## config.mk

```make
export PLATFORM = sky130hd
export DESIGN_NAME = uart_fifo_transmitter
export DESIGN_NICKNAME = d
export VERILOG_FILES = /design/src/rtl/uart_pkg.sv /design/src/rtl/sync_fifo.sv /design/src/rtl/uart_fifo_transmitter.sv
export SDC_FILE = /design/constraint.sdc
export NUM_CORES = 1
export LEC_CHECK = 0
export ABC_CLOCK_PERIOD_IN_PS = 2900
export BUFFER_PORTS_ARGS = -buffer_cell sky130_fd_sc_hd__buf_4
export CAP_MARGIN = 20
export CORE_ASPECT_RATIO = 0.7
export CORE_MARGIN = 2
export CORE_UTILIZATION = 40
export CTS_CLUSTER_DIAMETER = 150
export DETAILED_ROUTE_END_ITERATION = 10
export SLEW_MARGIN = 0
export SYNTH_ARGS = -nofsm -noshare
export SYNTH_HDL_FRONTEND = slang
export SYNTH_SLANG_ARGS = --single-unit
```

## constraint.sdc

```tcl
create_clock -name clk -period 2.9 [get_ports clk]
set_clock_uncertainty 0.2 [all_clocks]
set_input_delay 0.435 -clock clk [delete_from_list [all_inputs] [get_ports clk]]
set_output_delay 0.435 -clock clk [all_outputs]
set_load 0.005 [all_outputs]
```

## src/rtl/uart_pkg.sv

```systemverilog
// uart_pkg: shared UART state encoding, frame constants and baud timing helper.
package uart_pkg;
   typedef enum logic [1:0] {IDLE, START, DATA, STOP} tx_state_t;
   localparam int UART_DATA_BITS = 8;
   localparam int UART_FRAME_BITS = 10;
   function automatic int symbol_edge_time(input int clock_freq, input int baud_rate);
      return clock_freq / baud_rate;
   endfunction
endpackage

```

## src/rtl/sync_fifo.sv

```systemverilog
// sync_fifo: single-clock FIFO; full and empty come from the occupancy count.
module sync_fifo #(
   parameter int WIDTH = 8,
   parameter int DEPTH = 8
) (
   input  logic                   clk,
   input  logic                   rst,
   input  logic                   push,
   input  logic                   pop,
   input  logic [WIDTH-1:0]       wr_data,
   output logic [WIDTH-1:0]       rd_data,
   output logic                   full,
   output logic                   empty,
   output logic [$clog2(DEPTH):0] count
);
   localparam int AW = $clog2(DEPTH);
   logic [WIDTH-1:0] mem [DEPTH];
   logic [AW-1:0] wr_ptr, rd_ptr;
   logic do_push, do_pop;
   assign full = count == (AW+1)'(DEPTH);
   assign empty = count == '0;
   assign do_push = push && !full;
   assign do_pop = pop && !empty;
   assign rd_data = mem[rd_ptr];
   always_ff @(posedge clk)
      if (do_push) mem[wr_ptr] <= wr_data;
   always_ff @(posedge clk) begin
      if (rst) begin
         wr_ptr <= '0;
         rd_ptr <= '0;
         count <= '0;
      end else begin
         if (do_push) wr_ptr <= wr_ptr + 1'b1;
         if (do_pop) rd_ptr <= rd_ptr + 1'b1;
         count <= count + (AW+1)'(do_push) - (AW+1)'(do_pop);
      end
   end
endmodule

```

## src/rtl/uart_fifo_transmitter.sv

```systemverilog
// uart_fifo_transmitter: FIFO-buffered 8N1 UART transmitter; queued bytes go out back to back.
module uart_fifo_transmitter
   import uart_pkg::*;
#(
   parameter int CLOCK_FREQ = 50_000_000,
   parameter int BAUD_RATE  = 115_200,
   parameter int FIFO_DEPTH = 8
) (
   input  logic                        clk,
   input  logic                        rst,
   input  logic [7:0]                  data_in,
   input  logic                        data_in_valid,
   output logic                        data_in_ready,
   output logic                        serial_out,
   output logic                        tx_busy,
   output logic [$clog2(FIFO_DEPTH):0] fifo_count
);
   localparam int SET = symbol_edge_time(CLOCK_FREQ, BAUD_RATE);
   localparam int CW = $clog2(SET + 1);
   tx_state_t state;
   logic [CW-1:0] sym_cnt;
   logic [2:0] bit_cnt;
   logic [7:0] shift, head;
   logic full, empty, pop, sym_last;
   assign sym_last = sym_cnt == CW'(SET - 1);
   assign pop = !empty && (state == IDLE || (state == STOP && sym_last));
   assign data_in_ready = !rst && !full;
   assign tx_busy = state != IDLE || fifo_count != '0;
   sync_fifo #(.WIDTH(8), .DEPTH(FIFO_DEPTH)) fifo (
      .clk(clk),
      .rst(rst),
      .push(data_in_valid && data_in_ready),
      .pop(pop),
      .wr_data(data_in),
      .rd_data(head),
      .full(full),
      .empty(empty),
      .count(fifo_count)
   );
   // A pop always launches a fresh start bit, whether from IDLE or the end of STOP.
   always_ff @(posedge clk) begin
      if (rst) begin
         state <= IDLE;
         sym_cnt <= '0;
         bit_cnt <= '0;
         shift <= '0;
         serial_out <= 1'b1;
      end else if (pop) begin
         state <= START;
         sym_cnt <= '0;
         bit_cnt <= '0;
         shift <= head;
         serial_out <= 1'b0;
      end else if (state != IDLE) begin
         sym_cnt <= sym_last ? '0 : sym_cnt + 1'b1;
         if (sym_last)
            case (state)
               START: begin
                  state <= DATA;
                  serial_out <= shift[0];
               end
               DATA:
                  if (bit_cnt == 3'(UART_DATA_BITS - 1)) begin
                     state <= STOP;
                     serial_out <= 1'b1;
                  end else begin
                     bit_cnt <= bit_cnt + 1'b1;
                     shift <= shift >> 1;
                     serial_out <= shift[1];
                  end
               default: begin
                  state <= IDLE;
                  serial_out <= 1'b1;
               end
            endcase
      end
   end
endmodule

```

After elaboration in Yosys (flattened, before gate mapping). Memory sizes are Yosys's and may differ from the RTL's. A register that Yosys moved wholly into a read port is not among the register bits. Index checks and enable logic that the tools add are counted.

Memories kept: 1. Output and inout bits: 7. Word-level logic and storage cells: 70. Input port bits: 11. Bits in writable memories: 64. Bits in registers: 33.

Memories: fifo.mem (depth 8, bits a word 8, rd ports 1, clocked after Yosys merged registers in 1, wr ports 1, RTL line sync_fifo.sv:17) `logic [WIDTH-1:0] mem [DEPTH];`.

Equality and inequality tests: 9. Mux-type cells: 20. Bitwise gates (word level): 1. Add/sub/neg operators: 6. Reduce and logical (&&, ||, !) cells: 24.

Operator list (number): 8-bit two-way mux (5); 3-bit by 1-bit adder with 3-bit output, second input constant (3); 9-bit by 1-bit adder with 9-bit output, second input constant (1); 9-bit == test, second input constant (1); 1-bit two-way mux (9); 9-bit two-way mux (1); 4-bit AND reduction (2); 2-bit nonzero test (4); 1-bit logical AND (6); 3-bit two-way mux (2); 3-bit AND reduction (2); 4-bit by 1-bit adder with 4-bit output (1); 2-bit == test, second input constant (2); 4-bit == test, second input constant (1); 4-bit zero test (1); 2-bit one-hot mux with 2 select lines (1); 4-bit nonzero test (1); 4-bit by 1-bit subtractor with 4-bit output (1); 3-bit == test, second input constant (1); 1-bit zero test (3); 3-bit by 2-bit inequality test with 1-bit output, second input constant (1); 2-bit by 1-bit == test with 1-bit output, second input constant (1); 2-bit zero test (1); 1-bit logical OR (2); 7 further kinds (7).

Longest topological paths before layout.
Depth in word-level cells: 7. Depth in mapped cells: 14. Gate-level depth less buffers: 13.

Cells and area by module. From an unflattened synthesis, not the netlist that was laid out.

Cells, all modules: 323. Area, all modules: 4519.3 µm².

By module, submodules not included: sync_fifo (instances 1, seq. area each 2182.1 µm², area each 3180.6 µm², cells each 174); uart_fifo_transmitter (instances 1, seq. area each 460.4 µm², area each 1338.8 µm², cells each 149).

Least setup slack after synthesis. OpenSTA, ideal clock, no wires.

Kind: register to register. Start: register fifo.count[2]. End: register fifo.count[2]. Setup time: 0.128 ns. Setup slack: -0.207 ns. Cell stages (with the launch flop): 15. Clock period less this slack: 3.107 ns. Arrival: 2.779 ns. Cells stage by stage: dfxtp_1 -> inv_1 -> ha_1 -> or3b_2 -> clkbuf_1 -> and2_1 -> nor2_1 -> inv_1 -> ha_1 -> inv_1 -> ha_1 -> inv_1 -> fa_1 -> xor2_1 -> nor2_1.

RTL lines: start, declared (RTL line sync_fifo.sv:14) `output logic [$clog2(DEPTH):0] count`; start signal, assigned (RTL line sync_fifo.sv:35) `count <= count + (AW+1)'(do_push) - (AW+1)'(do_pop);`; 4-bit zero test * (RTL line sync_fifo.sv:21) `assign empty = count == '0;`; 1-bit zero test * (RTL line sync_fifo.sv:23, uart_fifo_transmitter.sv:26); 1-bit logical AND (RTL line uart_fifo_transmitter.sv:26) `assign pop = !empty && (state == IDLE || (state == STOP && sym_last));`; 1-bit logical AND * (RTL line sync_fifo.sv:23) `assign do_pop = pop && !empty;`; net fifo.do_pop (RTL line sync_fifo.sv:19) `logic do_push, do_pop;`; 4-bit by 1-bit subtractor with 4-bit output * (RTL line sync_fifo.sv:35).

The timed path passes the listed nets; every way through them passes the cells marked *. A chain may end at the register's enable or synchronous reset.

Worst setup path in the final report. Ends and elaborated chain as after synthesis.

==> flow_summary_export.csv <==
group,metric,value,unit
outcome,status,"completed",
layout,final_cell_area,4980,um^2
yosys,ys_types,43,
global_route,antenna_found_initial,0,
worst_setup_path,crit_required,2930,ps
yosys,ys_seq_elements,100,
clocking,postCtsSetupRepairBufs,0,
worst_setup_path,crit_type,"flip-flop to flip-flop",
sta,max-slew-margin-rel,58.3,%
clocking,cts_made_buffers,9,
place,dpl.cell_count,458,
clocking,cts_max_level,3,
yosys,avgSynthCellArea,14.1,um^2
global_route,grt_pass1_vias,2395,
yosys,syn-num-nets,334,
detailed_routing,dr.pass1.iters,4,
power_and_ir_drop,peakVddDrop,0.396,mV
place,place_area,4670,um^2
yosys,yosys_most_used_dff,"edfxtp_1",
min_path,holdCritPathClass,"input port to flip-flop",
detailed_routing,drt_first_iter_violations,177,
sta,setup_viol,0,
global_route,grt_max_degree,26,
die,start_util,41.3,%
clocking,cts_resized,0,
clocking,cts_max_path_buffers,2,
layout,mostFrequentLayoutCell,"edfxtp_1",
layout,fillers,923,
clocking,clkTransAtPathRegs,70,ps
die,io_pins,18,
die,die_w,128,um
global_route,grt_pass1_wl,12700,um
detailed_routing,via_per_inst,5.26,
worst_setup_path,critPathMaxFanout,4,
sta,period_share,93.0,%
sta,period_needed,2700,ps
die,row_count,31,
detailed_routing,drc,0,
yosys,synthArstFlopShare,0,%
layout,drive_above_1_share,22.5,%
layout,antennaDiodeCount,0,
die,die-area,11600,um^2
worst_setup_path,cp-start-kind,"flip-flop",
place,place_congestion,0.792,
power_and_ir_drop,leakagePower,0.00172,uW
yosys,yosys_warnings,0,
clocking,cts_sinks,100,
global_route,grt-ovfl-total,0,
worst_setup_path,critPathArrivalTime,2730,ps
clocking,cts-root-buf,"clkbuf_16",
global_route,grt_usage,14.5,%
clocking,tritoncts,"built",
sta,rsz0062_at_grt,"no",
layout,fin_nets,366,
detailed_routing,wl_per_cell,16.7,um
worst_setup_path,rr_worst_depth,13,
sta,finalMaxSlewViolations,0,
detailed_routing,wl,7930,um
min_path,hold_depth,1,
layout,instances_no_fill,474,
sta,worst_slew_pin_slew,621,ps
detailed_routing,vias,2491,
power_and_ir_drop,power_density,822,nW/um^2
yosys,seq_area_frac_synth,61.6,%
layout,syn_to_final_growth,16.1,%
sta,hold_violations,0,
yosys,syn-cell-area,4290,um^2
sta,max_freq,371,MHz
place,portBuffers,17,
die,core,10400,um^2
sta,fin_setup_tns,0,ps
detailed_routing,drtAntennaViolNets,0,
clocking,holdBufCountCts,0,
die,die_height,90.6,um
clocking,clk_latency,350,ps
layout,most-common-layout-cells,"edfxtp_1 (64), dfxtp_1 (36), buf_4 (33)",
place,dp_hpwl,5330,um
yosys,synth_enable_flop_cells,64,
yosys,netlist_instances,305,
worst_setup_path,end_kind,"flip-flop",
job,max-cap-violations,0,
per-stage QoR:
step	power (uW)	worst slack [ps]	utilization, %	hold WS [ps]
2_1_floorplan	2580	2.98	-	261
3_3_place_gp	2880	126	44.9	280
3_5_place_dp	2900	63.3	44.9	291
4_1_cts	4150	39.6	47.9	108
5_1_grt	4340	3.12	47.9	113
6_report	4100	202	47.9	126
report_power, final:
part,total (uW),switching (uW),internal [uW]
clock,1230,542,687
sequential,1780,116,1660
combinational,1090,543,545
layout make-up:
cell class / instances / area, um^2 / area share, %
clock inverters: 6 / 82.6 / 1.66
well taps: 132 / 165 / 3.32
clock buffers: 10 / 229 / 4.60
repair buffers: 33 / 248 / 4.97
flip-flops and latches: 100 / 2640 / 53.1
inverters: 12 / 45.0 / 0.904
multi-input cells: 181 / 1570 / 31.5
logic make-up (layout without fill, tap and decap cells):
group | Yosys count | count (layout) | synth area share (%)
buffers and inverters | 24 | 61 | 2.16
flip-flops | 100 | 100 | 61.6
adder cells (fa/ha/maj) | 18 | 18 | 5.43
AND/OR/NAND/NOR | 81 | 81 | 10.5
AO/OA/AOI/OAI | 44 | 44 | 6.97
multiplexers | 28 | 28 | 11.3
XOR/XNOR | 10 | 10 | 2.04
worst paths after layout:
kind / startpoint / to / slack (ps)
hold reg to reg: sym_cnt[1] / sym_cnt[1] / 300
setup reg to reg: fifo.count[2] / fifo.count[2] / 200
setup / recovery: fifo.count[2] / fifo.count[2] / 200
hold / removal: data_in[2] / fifo.mem[4][2] / 130
cell usage after synthesis, types with 4 or more instances:
library cell / instances / area [um^2]
a211oi_1: 7 / 52.6
a21oi_1: 14 / 70.1
a221oi_1: 7 / 61.3
clkbuf_1: 10 / 37.5
dfxtp_1: 36 / 721
edfxtp_1: 64 / 1920
ha_1: 17 / 213
inv_1: 12 / 45.0
mux2i_1: 9 / 90.1
mux4_2: 16 / 360
nand2_1: 11 / 41.3
nand2b_1: 7 / 43.8
nand3_1: 6 / 30.0
nor2_1: 28 / 105
nor2b_1: 9 / 56.3
o21ai_0: 6 / 30.0
xnor2_1: 6 / 52.6
xor2_1: 4 / 35.0
routing by layer:
metal,global-route usage [%],wire length [um],vias up
li1,-,-,1212
met1,19.3,3690,1212
met2,23.0,3700,57
met3,4.44,436,10
met4,4.40,106,0
met5,0,0,-
critical path, cell delays in order (launching register included):
cell     delay [ps]
dfxtp_1         320
inv_2            80
ha_1            160
or3b_4          390
and4_4          200
nor2_4          110
inv_1            50
ha_1            260
inv_1            50
ha_1            150
inv_1            60
fa_1            370
xor2_1          140
nor2_1           50
state kept, by name, indices dropped and copies added (netlist names), named ones only:
| name | count |
|---|---|
| state | 2 |
| fifo.wr_ptr | 3 |
| fifo.mem | 64 |
| fifo.count | 4 |
| fifo.rd_ptr | 3 |
| serial_out | 1 |
| bit_cnt | 3 |
| sym_cnt | 9 |
| shift | 8 |
(Power assumes the default switching activity.)
